$ cat src/rtl/rv_fetch_pkg.sv
// Shared types and constants for the instruction fetch unit.
// The fetch buffer carries {pc, instr} pairs through a fixed two-entry FIFO.
package rv_fetch_pkg;

    typedef enum logic [0:0] {
        FETCH_RUN  = 1'b0,
        FETCH_HALT = 1'b1
    } fetch_state_t;

    localparam int FETCH_FIFO_DEPTH = 2;
    localparam int INSTR_BYTES      = 4;

    typedef struct packed {
        logic [31:0] pc;
        logic [31:0] instr;
    } fetch_entry_t;

endpackage

$ cat src/rtl/fetch_fifo2.sv
// Two-entry fetch buffer with the head always held in entry0.
// Flush overrides push and pop.
module fetch_fifo2
    import rv_fetch_pkg::*;
(
    input  logic         clk,
    input  logic         reset,
    input  logic         push,
    input  logic         pop,
    input  logic         flush,
    input  fetch_entry_t din,
    output fetch_entry_t head,
    output logic [1:0]   count
);

    localparam logic [1:0] DEPTH_C = 2'(FETCH_FIFO_DEPTH);

    fetch_entry_t entry0_r;
    fetch_entry_t entry1_r;
    fetch_entry_t entry0_next_s;
    fetch_entry_t entry1_next_s;
    logic [1:0]   count_r;
    logic [1:0]   count_next_s;
    logic         pop_ok_s;
    logic         push_ok_s;

    // Next-state of storage and occupancy; the head slot shifts on pop.
    always_comb begin
        entry0_next_s = entry0_r;
        entry1_next_s = entry1_r;
        count_next_s  = count_r;
        pop_ok_s      = pop && (count_r != 2'd0);
        push_ok_s     = push && ((count_r < DEPTH_C) || pop_ok_s);
        if (flush) begin
            count_next_s = 2'd0;
        end else begin
            case ({push_ok_s, pop_ok_s})
                2'b10: begin
                    if (count_r == 2'd0) begin
                        entry0_next_s = din;
                    end else begin
                        entry1_next_s = din;
                    end
                    count_next_s = count_r + 2'd1;
                end
                2'b01: begin
                    entry0_next_s = entry1_r;
                    count_next_s  = count_r - 2'd1;
                end
                2'b11: begin
                    if (count_r == 2'd1) begin
                        entry0_next_s = din;
                    end else begin
                        entry0_next_s = entry1_r;
                        entry1_next_s = din;
                    end
                end
                default: begin
                    count_next_s = count_r;
                end
            endcase
        end
    end

    // Storage and occupancy registers.
    always_ff @(posedge clk or posedge reset) begin
        if (reset) begin
            entry0_r <= '0;
            entry1_r <= '0;
            count_r  <= 2'd0;
        end else begin
            entry0_r <= entry0_next_s;
            entry1_r <= entry1_next_s;
            count_r  <= count_next_s;
        end
    end

    assign head  = entry0_r;
    assign count = count_r;

endmodule

$ cat src/rtl/instr_fetch.sv
// Instruction fetch: PC register, RUN/HALT control and decode handshake
// in front of a two-entry {pc, instr} buffer.
module instr_fetch
    import rv_fetch_pkg::*;
#(
    parameter logic [31:0] RESET_PC   = 32'h0000_0000,
    parameter int          FIFO_DEPTH = 2
) (
    input  logic        clk,
    input  logic        reset,
    output logic [31:0] imem_addr,
    input  logic [31:0] imem_rdata,
    input  logic        redirect_valid,
    input  logic [31:0] redirect_target,
    output logic        instr_valid,
    input  logic        instr_ready,
    output logic [31:0] instr_out,
    output logic [31:0] pc_out,
    output logic        fetch_err
);

    localparam logic [1:0] DEPTH_C = 2'(FIFO_DEPTH);

    fetch_state_t state_r;
    fetch_state_t state_next_s;
    logic [31:0]  pc_r;
    logic [31:0]  pc_next_s;
    logic         err_r;
    logic         err_next_s;
    logic         push_s;
    logic         pop_s;
    logic         flush_s;
    fetch_entry_t din_s;
    fetch_entry_t head_s;
    logic [1:0]   count_s;

    // Fetch control: redirect beats push/pop; a misaligned target halts fetch.
    always_comb begin
        state_next_s = state_r;
        pc_next_s    = pc_r;
        err_next_s   = err_r;
        push_s       = 1'b0;
        flush_s      = 1'b0;
        pop_s        = (count_s != 2'd0) && instr_ready;
        din_s        = '{pc: pc_r, instr: imem_rdata};
        case (state_r)
            FETCH_RUN: begin
                if (redirect_valid) begin
                    flush_s = 1'b1;
                    if (redirect_target[1:0] == 2'b00) begin
                        pc_next_s = redirect_target;
                    end else begin
                        state_next_s = FETCH_HALT;
                        err_next_s   = 1'b1;
                    end
                end else if ((count_s < DEPTH_C) || pop_s) begin
                    push_s    = 1'b1;
                    pc_next_s = pc_r + 32'(INSTR_BYTES);
                end else begin
                    push_s = 1'b0;
                end
            end
            FETCH_HALT: begin
                state_next_s = FETCH_HALT;
            end
            default: begin
                state_next_s = FETCH_HALT;
                err_next_s   = 1'b1;
            end
        endcase
    end

    // Control state, PC and sticky error registers.
    always_ff @(posedge clk or posedge reset) begin
        if (reset) begin
            state_r <= FETCH_RUN;
            pc_r    <= RESET_PC;
            err_r   <= 1'b0;
        end else begin
            state_r <= state_next_s;
            pc_r    <= pc_next_s;
            err_r   <= err_next_s;
        end
    end

    fetch_fifo2 u_fifo (
        .clk   (clk),
        .reset (reset),
        .push  (push_s),
        .pop   (pop_s),
        .flush (flush_s),
        .din   (din_s),
        .head  (head_s),
        .count (count_s)
    );

    assign imem_addr   = pc_r;
    assign instr_valid = (count_s != 2'd0);
    assign instr_out   = head_s.instr;
    assign pc_out      = head_s.pc;
    assign fetch_err   = err_r;

endmodule

$ cat config.mk
export PLATFORM = sky130hd
export DESIGN_NAME = instr_fetch
export DESIGN_NICKNAME = d
export VERILOG_FILES = /design/src/rtl/rv_fetch_pkg.sv /design/src/rtl/fetch_fifo2.sv /design/src/rtl/instr_fetch.sv
export SDC_FILE = /design/constraint.sdc
export NUM_CORES = 1
export LEC_CHECK = 0
export CAP_MARGIN = 20
export CELL_PAD_IN_SITES_DETAIL_PLACEMENT = 1
export CELL_PAD_IN_SITES_GLOBAL_PLACEMENT = 2
export CORE_MARGIN = 4
export CORE_UTILIZATION = 35
export DETAILED_ROUTE_END_ITERATION = 8
export PLACE_DENSITY = 0.94
export SLEW_MARGIN = 40
export SYNTH_ARGS = -nofsm -noshare
export SYNTH_HDL_FRONTEND = slang
export SYNTH_SLANG_ARGS = --single-unit
$ cat constraint.sdc
create_clock -name clk -period 7.8 [get_ports clk]
set_input_delay 1.17 -clock clk [delete_from_list [all_inputs] [get_ports clk]]
set_output_delay 1.17 -clock clk [all_outputs]
set_load 0.01 [all_outputs]
==> reports/qor.yml, run 1 <==
vias: 6025
synth_edf_count: 0
ir_drop_v: 0.000151
finalSetupViolCount: 0
cts_hold_buf: 0
drv_slew: 0
holdWs_ns: 0.481
period_minus_slack_ns: 3.78
instances_no_fill: 1142
grt_max_degree: 107
synth-seq-cells: 164
fin_worst_skew_ns: 0.0170
dpl.hpwl_mm: 15.0
synth_area_leader_cell: "dfrtp_1"
place.gp.congestion: 0.836
worst_pin_slew_ns: 0.801
use_met2_pct: 30.1
synthesis.nets: 779
wl_mm: 22.1
avgSynthCellArea_um2: 10.8
drive_above_1_share_pct: 14.1
drtIter0Drc: 342
grtUsageTotal_pct: 18.5
synth.cells.most_frequent: "164 x dfrtp_1, 91 x nand2_1, 88 x o21ai_0, 69 x mux2i_1, 65 x mux2_2"
grt_antenna_before_repair: 0
numClockSinks: 164
synth_area_leaders: "dfrtp_1 54%, mux2_2 9.6%, mux2i_1 9.0%"
multi_input_area_mm2: 0.00333
area_delta_synth_final_pct: 32.8
die_area_mm2: 0.0243
grt_pass1_wl_mm: 35.7
clockBufferDepth: 2
io_buffers: 165
cts_made_buffers: 17
worstPathRequired_ns: 8.06
io_pins: 166
worstSetupPathType: "input pin to register"
clk_latency_ns: 0.43
clk_transition_reported_paths_ns: 0.08
cts_setup_buffers: 0
post-place-cells: 1109
synth_most_common_cell: "dfrtp_1"
seq_area_mm2: 0.00410
finalHoldViolCount: 0
fmax_mhz: 265
final.setup.tns_ns: 0
grt_pass1_vias: 6299
ys_seq_area_share_pct: 53.6
synth_ff_type: "dfrtp_1"
initial_core_util_pct: 36.0
cp_max_fo: 106
ant_nets: 0
relSlewSlack_pct: 46.6
r2r_slack_ns: 4.86
rows: 53
power_leakage_nw: 4.37
total_power_w: 0.00294
top_usage_layer: "met2"
grt_util_met1_pct: 25.2
cts_tree: "done"
arrival_ns: 4.04
finalCritPeriodShare_pct: 48.4
end_kind: "register"
n_antenna_cell: 0
firstDrtPassIters: 4
fillers: 2273
cts_resized: 0
rsz0062_at_grt: "false"
ys_warn_count: 0
gr-total-overflow: 0
avgRoutedWirePerCell_um: 19.3
use_met3_pct: 3.94
cts_root_buf: "clkbuf_16"
startpoint_type: "input pin"
final_net_count: 925
final_util_pct: 47.8
outcome: "finished clean"
yosysTopAreaCellShare_pct: 53.6
drc_errors: 0
power-per-cell-area_mw_per_mm2: 289
worstHoldPathType: "register to register"
htree_num_levels: 4
yosys.cell_types.count: 57
viasPerCell: 5.28
die_w_um: 156
core_region_area_mm2: 0.0213
syn_inst: 708
syn_area_mm2: 0.00766
drv_cap: 0
dieHeight_um: 156
async_flop_share_pct: 100
path summary, 6_finish.rpt:
check | startpoint | to | cells after the start
setup / recovery | redirect_valid | u_fifo.head[7] | 6
hold / removal | u_fifo.head[41] | u_fifo.head[41] | 2
setup reg to reg | u_fifo.count[1] | imem_addr[30] | 7
hold reg to reg | u_fifo.head[41] | u_fifo.head[41] | 2
max in group asynchronous | reset | u_fifo.head[49] | 3
min in group asynchronous | reset | u_fifo.head[40] | 2
worst max-delay path, stage by stage:
cell and delay (ns):
clkdlybuf4s50_1 0.45, buf_4 0.41, nor2_1 0.29, a32oi_4 0.76, buf_6 0.62, o21ai_0 0.27
cell usage in the layout, fill, tap and decap left out, types with 3 or more instances in the layout:
master           instances
dfrtp_1                164
nor3_1                   9
nor4_1                   8
o31ai_1                  5
nand4_1                  6
mux2_2                  65
nand2_1                 90
and2_1                   4
o22ai_1                  6
a21oi_1                 28
nor2b_1                  3
inv_8                    6
inv_6                    3
ha_1                     3
mux2i_1                 69
o21ai_0                 88
a31oi_1                  3
and3_1                   4
inv_1                   10
nor2_1                  26
or3_1                    3
buf_6                    3
nand3_1                 17
clkinvlp_4               4
clkdlybuf4s50_1        165
clkbuf_16               17
o22a_1                   3
nand2b_1                 3
buf_4                    4
power by group:
part / total, W / switching, W / internal (W)
Combinational: 0.000918 / 0.000441 / 0.000477
Clock: 0.000821 / 0.000394 / 0.000427
Sequential: 0.00120 / 0.000146 / 0.00105
layer usage:
metal	wire length [um]	up-vias
li1	-	2830
met1	10000	3035
met2	10800	141
met3	970	19
met4	284	0
met5	0	-
logic make-up (layout without fill, tap and decap cells):
family / after synthesis / count (layout) / share of synthesized area, %
AND/OR/NAND/NOR: 189 / 189 / 11.7
flip-flops: 164 / 164 / 53.6
AO/OA/AOI/OAI: 158 / 158 / 11.8
multiplexers: 135 / 135 / 18.9
buffers and inverters: 59 / 218 / 3.58
adder cells (fa/ha/maj): 3 / 3 / 0.490
state kept, by name (all words and copies together), names as in the netlist:
register         cells
u_fifo.entry1_r     64
u_fifo.head         64
imem_addr           32
u_fifo.count         2
fetch_err            1
state_r              1
area by class of cell:
| class | instances | share of cell area, % |
|---|---|---|
| Clock inverter | 15 | 1.51 |
| Timing Repair Buffer | 174 | 17.3 |
| Inverter | 12 | 0.516 |
| Multi-Input combinational cell | 485 | 32.8 |
| Tap cell | 275 | 3.38 |
| Sequential cell | 164 | 40.3 |
| Clock buffer | 17 | 4.18 |
through the flow:
| stage | setup WS (ns) | cell area (um2) |
|---|---|---|
| 3_5_place_dp | 3.58 | 9560 |
| 4_1_cts | 4.06 | 10100 |
| 3_3_place_gp | 3.37 | 9530 |
| 5_1_grt | 3.86 | 10200 |
| 2_1_floorplan | 2.20 | 7660 |
| 6_report | 4.02 | 10200 |
Power figures use the tool's default switching activity.
==> run 2: changes to the inputs <==
--- a/config.mk
+++ b/config.mk
@@ -9,9 +9,9 @@
 export CELL_PAD_IN_SITES_DETAIL_PLACEMENT = 1
 export CELL_PAD_IN_SITES_GLOBAL_PLACEMENT = 2
 export CORE_MARGIN = 4
-export CORE_UTILIZATION = 35
+export CORE_UTILIZATION = 29
 export DETAILED_ROUTE_END_ITERATION = 8
-export PLACE_DENSITY = 0.94
+export PLACE_DENSITY = 0.84
 export SLEW_MARGIN = 40
 export SYNTH_ARGS = -nofsm -noshare
 export SYNTH_HDL_FRONTEND = slang
==> constraint.sdc (replaced) <==
create_clock -name clk -period 3.24 [get_ports clk]
set_input_delay 0.486 -clock clk [delete_from_list [all_inputs] [get_ports clk]]
set_output_delay 0.486 -clock clk [all_outputs]
set_load 0.01 [all_outputs]
==> run 2 against run 1 <==
Net effect:
- sequential cell count is the same
- clock skew shrank 0.0067 ns
- hold slack lost 0.0028 ns
- critical path depth grew 3
==> reports/qor.yml, run 2 (same netlist as run 1, synthesis figures left out) <==
fin_worst_skew_ns: 0.0103  # was 0.0170 ns
io_buffers: 165  # unchanged
vias: 5967  # was 6025
dieHeight_um: 171  # was 156 um
hp-start: "u_fifo.head[61]"  # was u_fifo.head[41]
placed_area_mm2: 0.00977  # was 0.00956 mm2
worst-path-buf-inv: 3  # unchanged
fillers: 2856  # was 2273
power.net_switching_w: 0.00240  # was 0.000981 W
cts_setup_buffers: 0  # unchanged
numClockSinks: 164  # unchanged
htree_num_levels: 4  # unchanged
final_util_pct: 39.7  # was 47.8%
n_antenna_cell: 0  # unchanged
ff2ff_path_depth: 9  # was 7
clockBufferDepth: 2  # unchanged
viasPerCell: 4.93  # was 5.28
fin_area_mm2: 0.0104  # was 0.0102 mm2
drv_cap: 0  # unchanged
worstHoldPathType: "register to register"  # unchanged
final_common_cell: "clkdlybuf4s50_1"  # unchanged
period_minus_slack_ns: 2.54
power-per-cell-area_mw_per_mm2: 694  # was 289 mW/mm2
startpoint_type: "register"  # was input pin
finalHoldViolCount: 0  # unchanged
clk_transition_reported_paths_ns: 0.07  # was 0.08 ns
place.gp.congestion: 0.793  # was 0.836
end_kind: "register"  # unchanged
worst_pin_slew_ns: 0.821  # was 0.801 ns
rr_endpoint: "imem_addr[30]"  # unchanged
setup_ws_ns: 0.699  # was 4.02 ns
firstDrtPassIters: 4  # unchanged
rsz0062_at_grt: "false"  # unchanged
core_region_area_mm2: 0.0261  # was 0.0213 mm2
outcome: "finished clean"  # unchanged
ir_drop_v: 0.000290  # was 0.000151 V
final.setup.tns_ns: 0  # unchanged
cts_tree: "done"  # unchanged
p_seq_share_pct: 40.2  # was 40.8%
initial_core_util_pct: 29.4  # was 36.0%
clk_latency_ns: 0.43  # about the same
swShare_pct: 33.5  # was 33.4%
dpl.hpwl_mm: 15.7  # was 15.0 mm
finalSetupViolCount: 0  # unchanged
die_area_mm2: 0.0291  # was 0.0243 mm2
drc_errors: 0  # unchanged
power_leakage_nw: 4.43  # was 4.37 nW
fmax_mhz: 394
use_met3_pct: 2.96  # was 3.94%
drtIter0Drc: 338  # was 342
gr-total-overflow: 0  # unchanged
grt_antenna_before_repair: 0  # unchanged
grt_max_degree: 112  # was 107
drive_above_1_share_pct: 14.6  # was 14.1%
final_net_count: 933  # was 925
slowest_stage: "dfrtp_1"  # was a32oi_4
min_path_cells: 2  # unchanged
area_delta_synth_final_pct: 35.1  # was 32.8%
rows: 59  # was 53
cts_resized: 0  # unchanged
io_pins: 166  # unchanged
grtUsageTotal_pct: 15.6  # was 18.5%
internal_power_w: 0.00478  # was 0.00196 W
pwr-share-comb_pct: 31.8  # was 31.3%
total_power_w: 0.00718  # was 0.00294 W
relSlewSlack_pct: 44.8  # was 46.6%
cts_root_buf: "clkbuf_16"  # unchanged
timing.rr.start: "u_fifo.count[1]"  # unchanged
cp-startpoint: "u_fifo.count[1]"  # was redirect_valid
pwr-share-clk_pct: 28.0  # was 27.9%
worstSetupPathType: "register to register"  # was input pin to register
grt_pass1_wl_mm: 35.9  # was 35.7 mm
pre_cts_ws_ns: 0.535  # was 3.58 ns
avgRoutedWirePerCell_um: 18.7  # was 19.3 um
grt_util_met1_pct: 21.1  # was 25.2%
die_w_um: 171  # was 156 um
top_usage_layer: "met2"  # unchanged
ant_nets: 0  # unchanged
worstPathRequired_ns: 3.54  # was 8.06 ns
mostFrequentLayoutCells: "165 x clkdlybuf4s50_1, 164 x dfrtp_1, 91 x nand2_1"  # was 165 x clkdlybuf4s50_1, 164 x dfrtp_1, 90 x nand2_1
critPathMaxStageDelay_ns: 0.44  # was 0.76 ns
cp_top_family: "buffers and inverters"  # unchanged
arrival_ns: 2.84  # was 4.04 ns
cts_made_buffers: 17  # unchanged
cts_hold_buf: 0  # unchanged
hold_end: "u_fifo.head[61]"  # was u_fifo.head[41]
crit_chain: "inv_1 -> ha_1 -> nor2b_1 -> o21ai_0 -> buf_4 -> nand2_1 -> buf_4 -> o21ai_0 -> a221o_1"  # was clkdlybuf4s50_1 -> buf_4 -> nor2_1 -> a32oi_4 -> buf_6 -> o21ai_0
wl_mm: 22.7  # was 22.1 mm
drv_slew: 0  # unchanged
cp_max_fo: 34  # was 106
r2r_slack_ns: 0.70  # was 4.86 ns
grt_pass1_vias: 6356  # was 6299
finalCritPeriodShare_pct: 78.4
use_met2_pct: 25.8  # was 30.1%
run 2: cell types whose count changed in the layout (fill, tap and decap cells not counted), sizes merged:
cell and delta:
clkinvlp -2, buf +8, inv -1, clkinv +3
run 2: worst max path at each step:
stage	cells after the start	slack [ns]	to
finish	9	0.70	imem_addr[30]
detailed placement	8	0.53	imem_addr[30]
CTS	9	0.71	imem_addr[30]
floorplan	1	0.67	fetch_err
global route	9	0.48	imem_addr[30]
global placement	8	0.59	imem_addr[30]
run 2: power groups by stage:
| stage | Clock [W] | Sequential [W] | Combinational [W] |
|---|---|---|---|
| final | 0.00201 | 0.00289 | 0.00228 |
| after global routing | 0.00216 | 0.00296 | 0.00250 |
| after CTS | 0.00208 | 0.00290 | 0.00234 |
| after detailed placement | 0 | 0.00294 | 0.00233 |
| after global placement | 0 | 0.00291 | 0.00228 |
| after floorplan | 0 | 0.00301 | 0.000942 |
run 2: tightest hold or removal path: stages, from the launching register on:
cell and delay (ns):
dfrtp_1 0.34, nand2_1 0.05, o21ai_0 0.05
run 2: layer usage:
| layer | up-vias | wire (um) |
|---|---|---|
| met5 | - | 0 |
| met4 | 0 | 313 |
| met3 | 17 | 1000 |
| met2 | 132 | 10800 |
| met1 | 2977 | 10500 |
| li1 | 2841 | - |
run 2: per-stage QoR:
| step | hold slack, ns | std cells |
|---|---|---|
| after floorplan | 0.480 | 708 |
| after global placement | 0.460 | 1178 |
| after detailed placement | 0.472 | 1178 |
| after CTS | 0.489 | 1210 |
| after global routing | 0.510 | 1210 |
| final | 0.478 | 1210 |
run 2: layout make-up:
class,count,area (um2),share of cell area [%]
clock buffers,17,425,4.11
clock inverters,15,165,1.59
flip-flops and latches,164,4100,39.6
well taps,335,419,4.05
multi-input cells,485,3330,32.1
repair buffers,182,1870,18.0
inverters,12,48.8,0.471
==> run 3: changes to the inputs <==
--- a/config.mk
+++ b/config.mk
@@ -9,9 +9,9 @@
 export CELL_PAD_IN_SITES_DETAIL_PLACEMENT = 1
 export CELL_PAD_IN_SITES_GLOBAL_PLACEMENT = 2
 export CORE_MARGIN = 4
-export CORE_UTILIZATION = 29
+export CORE_UTILIZATION = 32
 export DETAILED_ROUTE_END_ITERATION = 8
-export PLACE_DENSITY = 0.84
+export PLACE_DENSITY = 0.87
 export SLEW_MARGIN = 40
 export SYNTH_ARGS = -nofsm -noshare
 export SYNTH_HDL_FRONTEND = slang
==> constraint.sdc (replaced) <==
create_clock -name clk -period 2.4 [get_ports clk]
set_input_delay 0.36 -clock clk [delete_from_list [all_inputs] [get_ports clk]]
set_output_delay 0.36 -clock clk [all_outputs]
set_load 0.01 [all_outputs]
==> run 3 against run 2 <==
Net effect:
- count of clock-buffer cells in the layout unchanged
- register-to-register slack got worse by 0.49 ns
- combinational power increased by 45%
- global-route usage rose by 2.4 points
- hold slack got worse by 0.23 ns
- wire length up 4.0%
- utilization rose by 5.6 points
- sequential power rose by 33%
- sequential cell count is the same
- critical path depth shrank 4
- total power rose by 37%
- critical endpoint is now instr_valid
- largest power group unchanged
==> reports/qor.yml, run 3 (same netlist as run 1, synthesis figures left out) <==
final_common_cell: "clkdlybuf4s50_1"  # unchanged
use_met2_pct: 30.2  # was 25.8%
clockBufferDepth: 2  # unchanged
slowest_stage: "clkdlybuf4s50_1"  # was dfrtp_1
viasPerCell: 5.05  # was 4.93
ant_nets: 0  # unchanged
use_met3_pct: 3.21  # was 2.96%
vias: 6226  # was 5967
grt_max_degree: 45  # was 112
cts_made_buffers: 17  # unchanged
power-per-cell-area_mw_per_mm2: 922  # was 694 mW/mm2
cts_setup_buffers: 0  # unchanged
worst-path-buf-inv: 4  # was 3
finalHoldViolCount: 0  # unchanged
ir_drop_v: 0.000409  # was 0.000290 V
outcome: "finished clean"  # unchanged
cp-startpoint: "u_fifo.count[1]"  # unchanged
rr_endpoint: "imem_addr[29]"  # was imem_addr[30]
final.setup.tns_ns: 0  # unchanged
clk_latency_ns: 0.42  # was 0.43 ns
fin_worst_skew_ns: 0.0104  # was 0.0103 ns
cts_tree: "done"  # unchanged
crit_chain: "inv_1 -> ha_1 -> buf_4 -> inv_1 -> clkdlybuf4s50_1"  # was inv_1 -> ha_1 -> nor2b_1 -> o21ai_0 -> buf_4 -> nand2_1 -> buf_4 -> o21ai_0 -> a221o_1
worstSetupPathType: "register to output port"  # was register to register
total_power_w: 0.00983  # was 0.00718 W
grt_pass1_wl_mm: 37.5  # was 35.9 mm
dpl.hpwl_mm: 17.0  # was 15.7 mm
top_usage_layer: "met2"  # unchanged
n_antenna_cell: 0  # unchanged
fmax_mhz: 441
finalSetupViolCount: 0  # unchanged
initial_core_util_pct: 32.6  # was 29.4%
period_minus_slack_ns: 2.27
grtUsageTotal_pct: 18.0  # was 15.6%
die_area_mm2: 0.0265  # was 0.0291 mm2
ff2ff_path_depth: 6  # was 9
cts_root_buf: "clkbuf_16"  # unchanged
gr-total-overflow: 0  # unchanged
io_pins: 166  # unchanged
mostFrequentLayoutCells: "165 x clkdlybuf4s50_1, 163 x dfrtp_1, 91 x nand2_1"  # was 165 x clkdlybuf4s50_1, 164 x dfrtp_1, 91 x nand2_1
drv_cap: 0  # unchanged
wl_mm: 23.6  # was 22.7 mm
cts_hold_buf: 0  # unchanged
crit_top_cell: "inv_1"
core_region_area_mm2: 0.0235  # was 0.0261 mm2
numClockSinks: 164  # unchanged
cp_top_family: "buffers and inverters"  # unchanged
area_delta_synth_final_pct: 39.2  # was 35.1%
arrival_ns: 1.91  # was 2.84 ns
critPathMaxStageDelay_ns: 0.56  # was 0.44 ns
htree_num_levels: 4  # unchanged
finalCritPeriodShare_pct: 94.5
rsz0062_at_grt: "false"  # unchanged
relSlewSlack_pct: 48.9  # was 44.8%
die_w_um: 163  # was 171 um
final_net_count: 972  # was 933
rows: 56  # was 59
grt_util_met1_pct: 24.2  # was 21.1%
drv_slew: 0  # unchanged
timing.rr.start: "imem_addr[7]"  # was u_fifo.count[1]
place.gp.congestion: 0.825  # was 0.793
drc_errors: 0  # unchanged
io_buffers: 165  # unchanged
cts_resized: 0  # unchanged
avgRoutedWirePerCell_um: 19.1  # was 18.7 um
r2r_slack_ns: 0.21  # was 0.70 ns
worstHoldPathType: "input pin to async pin"  # was register to register
drtIter0Drc: 285  # was 338
worstPathRequired_ns: 2.04  # was 3.54 ns
grt_antenna_before_repair: 0  # unchanged
grt_pass1_vias: 6585  # was 6356
firstDrtPassIters: 4  # unchanged
startpoint_type: "register"  # unchanged
power_leakage_nw: 4.63  # was 4.43 nW
end_kind: "output port"  # was register
worst_pin_slew_ns: 0.766  # was 0.821 ns
dieHeight_um: 163  # was 171 um
clk_transition_reported_paths_ns: 0.07  # about the same
cp_max_fo: 6  # was 34
drive_above_1_share_pct: 18.4  # was 14.6%
run 3: through the flow:
step	std cells	instance area (um2)	hold WS (ns)	setup WS [ns]	util, %
3_5_place_dp	1201	10100	0.465	-0.0611	42.8
2_1_floorplan	708	7670	0.480	-0.0448	-
4_1_cts	1233	10700	0.245	0.0455	45.3
5_1_grt	1233	10700	0.270	0.0115	45.3
3_3_place_gp	1201	10100	0.462	-0.0253	42.8
6_report	1233	10700	0.250	0.133	45.3
run 3: worst register-to-register path, cell delays in order, from the launching register on:
cell and delay, ns:
dfrtp_1 0.50, and3_1 0.28, nand4_1 0.32, nor4_1 0.42, buf_4 0.21, a211oi_1 0.09, nor3_1 0.28
run 3: how the worst max path moves through the flow:
stage          depth (start not counted)  slack, ns            end
6_report                               5       0.13    instr_valid
2_1_floorplan                          1      -0.04      fetch_err
4_1_cts                                5       0.05    instr_valid
5_1_grt                                5       0.01    instr_valid
3_3_place_gp                           6      -0.03  imem_addr[26]
3_5_place_dp                           8      -0.06  imem_addr[21]
run 3: layout make-up:
class	instances	area [um2]
Tap cell	319	399
Inverter	12	48.8
Clock inverter	15	161
Clock buffer	17	425
Sequential cell	164	4110
Multi-Input combinational cell	485	3330
Timing Repair Buffer	221	2200
Fill cell	2600	12900
run 3: metal layers:
metal | share of wire [%] | up-vias
met5 | 0 | -
met1 | 45 | 3130
met3 | 4.3 | 10
li1 | - | 2917
met2 | 49 | 169
met4 | 0.87 | 0
run 3: where the power goes:
part           switching (W)  internal [W]  total [W]
logic                0.00155       0.00176    0.00331
clock network        0.00131       0.00139    0.00270
registers           0.000408       0.00342    0.00383
total                0.00326       0.00657    0.00983
